File: src/rtl/uart_tx_arb.sv
// Round-robin scheduler sharing one uart_tx byte transmitter among NREQ requesters (tx_clk domain).
// Optional BUSY watchdog enabled by defining UART_TX_ARB_TIMEOUT_EN.
module uart_tx_arb #(
  parameter int unsigned NREQ = 4,
  parameter int unsigned GAP  = 0
) (
  input  logic              tx_clk,
  input  logic              i_rstn,
  input  logic              i_en,
  input  logic [NREQ-1:0]   i_req,
  input  logic [8*NREQ-1:0] i_data,
  output logic [NREQ-1:0]   o_ack,
  output logic [2:0]        o_gnt_id,
  output logic              o_busy,
  output logic              o_uart_en,
  output logic              o_txen,
  output logic [7:0]        o_txdata,
  input  logic              i_done,
  output logic              o_err
);

  typedef enum logic [2:0] {IDLE, LOAD, ARM, BUSY, GAP_WAIT} state_t;

  state_t          state, state_n;
  logic [NREQ-1:0] ack_n;
  logic [2:0]      gnt_n;
  logic            txen_n;
  logic [7:0]      txdata_n;
  logic [3:0]      gap_cnt, gap_n;

  logic [7:0]      req8;
  logic [7:0]      data8 [8];
  logic            found;
  logic [2:0]      pick;
  logic [3:0]      idx;
  logic [7:0]      onehot;

`ifdef UART_TX_ARB_TIMEOUT_EN
  localparam logic [4:0] WDOG_LAST = 5'd19;
  logic [4:0] wdog, wdog_n;
  logic       err_n;
`endif

  assign o_uart_en = i_en;
  assign o_busy    = (state != IDLE);

  // Requests and bytes are widened to 8 lanes so the rotating search indexes cleanly for any NREQ.
  always_comb begin
    req8 = '0;
    req8[NREQ-1:0] = i_req;
    for (int unsigned n = 0; n < 8; n++) data8[n] = '0;
    for (int unsigned n = 0; n < NREQ; n++) data8[n] = i_data[8*n +: 8];
    found = 1'b0;
    pick  = '0;
    idx   = '0;
    for (int unsigned i = 1; i <= NREQ; i++) begin
      idx = {1'b0, o_gnt_id} + 4'(i);
      if (idx >= 4'(NREQ)) idx = idx - 4'(NREQ);
      if (!found && req8[idx[2:0]]) begin
        found = 1'b1;
        pick  = idx[2:0];
      end
    end
    onehot = 8'd1 << pick;
  end

  always_comb begin
    state_n  = state;
    ack_n    = '0;
    txen_n   = 1'b0;
    txdata_n = o_txdata;
    gnt_n    = o_gnt_id;
    gap_n    = gap_cnt;
`ifdef UART_TX_ARB_TIMEOUT_EN
    wdog_n   = wdog;
    err_n    = 1'b0;
`endif
    case (state)
      IDLE: begin
        if (i_en && found) begin
          txdata_n = data8[pick];
          txen_n   = 1'b1;
          ack_n    = onehot[NREQ-1:0];
          gnt_n    = pick;
          state_n  = LOAD;
        end
      end
      LOAD: state_n = ARM;
      ARM: begin
        // i_done still reflects the previous frame here, so it is not looked at.
        state_n = BUSY;
`ifdef UART_TX_ARB_TIMEOUT_EN
        wdog_n  = '0;
`endif
      end
      BUSY: begin
        if (i_en) begin
          if (i_done) begin
            if (GAP > 0) begin
              gap_n   = 4'(GAP);
              state_n = GAP_WAIT;
            end else begin
              state_n = IDLE;
            end
          end
`ifdef UART_TX_ARB_TIMEOUT_EN
          else if (wdog == WDOG_LAST) begin
            err_n   = 1'b1;
            state_n = IDLE;
          end else begin
            wdog_n = wdog + 5'd1;
          end
`endif
        end
      end
      GAP_WAIT: begin
        if (i_en) begin
          if (gap_cnt <= 4'd1) begin
            gap_n   = '0;
            state_n = IDLE;
          end else begin
            gap_n = gap_cnt - 4'd1;
          end
        end
      end
      default: state_n = IDLE;
    endcase
  end

  always_ff @(posedge tx_clk or negedge i_rstn) begin
    if (!i_rstn) begin
      state    <= IDLE;
      o_ack    <= '0;
      o_gnt_id <= 3'(NREQ - 1);
      o_txen   <= 1'b0;
      o_txdata <= '0;
      gap_cnt  <= '0;
`ifdef UART_TX_ARB_TIMEOUT_EN
      wdog     <= '0;
      o_err    <= 1'b0;
`endif
    end else begin
      state    <= state_n;
      o_ack    <= ack_n;
      o_gnt_id <= gnt_n;
      o_txen   <= txen_n;
      o_txdata <= txdata_n;
      gap_cnt  <= gap_n;
`ifdef UART_TX_ARB_TIMEOUT_EN
      wdog     <= wdog_n;
      o_err    <= err_n;
`endif
    end
  end

`ifndef UART_TX_ARB_TIMEOUT_EN
  assign o_err = 1'b0;
`endif

endmodule

File: config.mk
export PLATFORM = sky130hd
export DESIGN_NAME = uart_tx_arb
export DESIGN_NICKNAME = d
export VERILOG_FILES = /design/src/rtl/uart_tx_arb.sv
export SDC_FILE = /design/constraint.sdc
export NUM_CORES = 1
export LEC_CHECK = 0
export ABC_AREA = 0
export BUFFER_PORTS_ARGS = -buffer_cell sky130_fd_sc_hd__buf_2
export CAP_MARGIN = 20
export CORE_ASPECT_RATIO = 0.5
export CORE_MARGIN = 2
export CORE_UTILIZATION = 50
export CTS_BUF_LIST = sky130_fd_sc_hd__clkbuf_8
export DETAILED_ROUTE_END_ITERATION = 16
export PLACE_DENSITY = 0.89
export SETUP_SLACK_MARGIN = 0.05
export SYNTH_ARGS = -nofsm -noshare
export SYNTH_HDL_FRONTEND = slang
export SYNTH_SLANG_ARGS = --single-unit
File: constraint.sdc
create_clock -name tx_clk -period 6.6 [get_ports tx_clk]
set_input_delay 0.33 -clock tx_clk [delete_from_list [all_inputs] [get_ports tx_clk]]
set_output_delay 0.33 -clock tx_clk [all_outputs]
set_load 0.005 [all_outputs]
==> metrics list <==
* Critical Path RT: roughly 6700 ps
- CP Capture Type: register
- After floorplanning, the core was sized to cover 0.002716 mm2.
- Violated checks: negative hold slack
* Final core utilization: approximately 65%
- GRT Overall Usage: ~22%
- Vias per inst: between 5 and 6
- Maximum net fanout on the critical path: 20
- Resize count post-CTS: 0
- Detail Route met3 WL: roughly 200 um
* Setup-violating endpoint count in the final report: 0
- In this run, distinct cell masters in the synthesized netlist total 46.
- RSZ-0062 raised after global routing: false
* Static leakage power: ~0.00087 uW
- Peak clock frequency supported by timing: around 270 MHz
* Routability Congestion: 0.9836
- The share of the Yosys chip area taken by registers is 30.42%.
* Routed WL: ~3600 um
* Clock tree from TritonCTS: done
- The average instance in the mapped netlist occupies slightly above 10 um2.
- Clock buffer depth: 2
- Hold Buf Count CTS: 0
- Initial antenna violation count: 0
- Combinational logic burns 68.0% of the power.
* Synthesized net count: about 190
- Number of filler instances in the final layout: 220
- Headroom to the max-slew limit came out at between 20 and 30%.
* Sink count of the clock tree: 18
* Root cell of the clock tree: clkbuf_8
- Number of routed nets with antenna violations: 0
- On the final layout, the worst clock skew is between 2 and 3 ps.
* Worst r2r path cells: 8
* Placement row count: 13
- The repair_antennas step left the layout with diodes totalling 0.
* Start-to-end type of the worst setup path: reg -> reg
- In this run the vertical extent of the chip is approximately 43 um.
- Mapped Cells: ~140
- Accumulated negative setup slack: 0 ps
- In this run the number of H-tree levels came out at 1.
- Total count of max-transition violations in the final report: 0
- Count of state elements after synthesis: 18
- Hold/Removal Path Class: in -> async
- # DRC: 0
- Reported net switching power: 413.4 uW
- Min cycle time layout: approximately 3700 ps
- After detailed routing, no signal wire sits above met4.
- Max-cap violations in this run came to 0.
- The floorplan step defined a die boundary enclosing between 0.003 and 0.004 mm2.
- Cell area power density: a little under 500 mW/mm2
* Top Ports: 59
- WP data arrival: between 3000 and 4000 ps
* Number of buffers created by CTS: 3
- Once the floorplan was initialized, standard cells occupied between 50% and 60% of the core.
* Vias after detailed routing: roughly 1,400
- Share of power burned in the clock network: a little under 9%
* Routed length on met2: between 1500 and 2000 um
* Clock transition at the registers of the reported paths: 70 ps
- In this run switching power makes up roughly 48% of total power.
- Maximum number of pins on one net before global-route repair: 21
* Wire length of the first global-routing pass: 5699 um
* Internal reg-to-reg setup slack: 2920 ps
* Worst hold slack: -3.459 ps
* Total gr overflow: 0
* Slew @ Worst Pin: between 1000 and 1500 ps
* Mapped Area: 0.001489 mm2
- # nets final: around 240
- Hold Vio Cnt, Final: 5
* Sequential share of power: roughly 23%
* Sum of routed wire segments on met1: 1617 um
* Iter 0 DRT Violations: 85
- In the synthesized netlist the dominant register cell turns out to be dfrtp_1.
- Number of detailed-routing iterations run before antenna repair: 4
* Yosys synthesis warning count: 0
* Async set-or-reset flop fraction in the synthesized netlist: 100.0%
- The startpoint identified for the worst register-to-register timing path is o_gnt_id[0]$_DFFE_PN1P_.
- Worst IR drop on VDD: ~300 uV
- Number of global-route vias before repair: 1,217
- The final critical path takes up 55.78% of the cycle.
- In this run the horizontal extent of the chip is approximately 81 um.
- Number of enable-type register cells in the synthesized netlist: 0
* Number of buffer cells added on primary ports: 57
- The clock reaches the later pin of the worst-skew pair after between 200 and 300 ps.
- STA classifies the critical path startpoint as a register.
* Routed len/inst: between 15 and 20 um
* Setup Fix Bufs, Post-CTS: 0
- Internal Power: 451.0 uW
- Status: complete, but fails checks
- Half-perimeter wire length after detailed placement: between 2000 and 3000 um
* Share of cells above drive strength 1: about 46%
* Relative area change from synthesis to final layout: 18.57%
* R2r endpoint: o_txdata[3]$_DFFE_PN0P_
-- registers in the layout, indices dropped and copies added, names as in the netlist --
signal and count:
o_txdata 8, o_ack 4, o_txen 1, o_gnt_id 3, state 2
-- critical path, stage by stage, from the launching register on --
cell      delay, ps
dfstp_2         680
inv_1           260
ha_1            550
mux4_2          580
o21ai_4         120
o31ai_2         110
nor2_2          830
mux2i_1         340
o211ai_2         90
-- power by group through the flow --
stage	logic [uW]	clock network (uW)	registers [uW]
2_1_floorplan	505	0	190
6_report	588	76.0	201
3_5_place_dp	581	0	200
3_3_place_gp	559	0	198
4_1_cts	585	78.5	199
5_1_grt	639	85.1	205
-- cell usage in the layout (no fill, tap or decap), types with 4 or more instances in the layout --
master,netlist,layout
buf_2,2,57
dfrtp_1,16,16
mux2i_1,12,12
nor2_1,12,12
nand2_1,11,11
o211ai_2,9,9
a2bb2oi_1,8,8
inv_1,5,6
o2111ai_2,5,5
ha_1,5,5
a21oi_1,4,4
o2111ai_1,4,4
-- synth_stat cells (all sizes together), types with 2 or more instances --
cell type  instances  area [um2]
a21oi              5       28.78
a2bb2oi            8       70.07
and2               2       12.51
buf               10       88.83
clkbuf             3       11.26
dfrtp             16       400.4
dfstp              2       52.55
ha                 5       62.56
inv                6       22.52
mux2               4       45.04
mux2i             12       120.1
nand2             11       41.29
nand2b             4       32.53
nor2              13       51.30
nor4               3       18.77
o2111ai            9       110.1
o211ai            10       120.1
o21ai              2       21.27
o22ai              2       12.51
-- metal layers --
layer | track usage [%] | vias up
met5 | 0 | -
li1 | - | 637
met4 | 3.051 | 0
met1 | 29.95 | 659
met2 | 36.03 | 50
met3 | 5.172 | 4
-- metrics by stage --
step                      setup WS, ps  hold WS, ps  instance area (um2)  cells  total power [uW]
after global routing              2671        21.34                 1765    229             929.1
after detailed placement          2976        277.6                 1720    225             781.9
after global placement            3049        272.4                 1720    225             757.0
after CTS                         2935        2.545                 1765    229             862.2
final                             2918       -3.459                 1765    229             864.4
after floorplan                   3861        34.41                 1489    144             695.0
-- cell families (layout without fill, tap and decap cells) --
family	Yosys count	count (layout)	synth area share, %
flops	18	18	30.42
fa+ha+maj	5	5	4.202
compound gates	43	43	29.83
buf+inv	19	67	8.235
simple gates	41	41	14.45
other cells	1	1	0.2519
mux	17	17	12.61
-- layout make-up --
cell class,count,area [um2],share of cell area (%)
Clock buffer,3,41.29,2.339
Clock inverter,1,3.754,0.2126
Inverter,6,22.52,1.276
Multi-Input combinational cell,107,913.4,51.74
Sequential cell,18,452.9,25.66
Tap cell,37,46.29,2.622
Timing Repair Buffer,57,285.3,16.16
-- worst max path at each step --
stage                                  startpoint                      end  cells after the start
after floorplan           o_gnt_id[0]$_DFFE_PN1P_  o_txdata[4]$_DFFE_PN0P_                     11
after global placement    o_gnt_id[0]$_DFFE_PN1P_  o_txdata[4]$_DFFE_PN0P_                      8
after detailed placement  o_gnt_id[0]$_DFFE_PN1P_  o_txdata[3]$_DFFE_PN0P_                      8
after CTS                 o_gnt_id[0]$_DFFE_PN1P_  o_txdata[3]$_DFFE_PN0P_                      8
after global routing      o_gnt_id[0]$_DFFE_PN1P_  o_txdata[3]$_DFFE_PN0P_                      8
final                     o_gnt_id[0]$_DFFE_PN1P_  o_txdata[3]$_DFFE_PN0P_                      8
(Power assumes the default switching activity.)
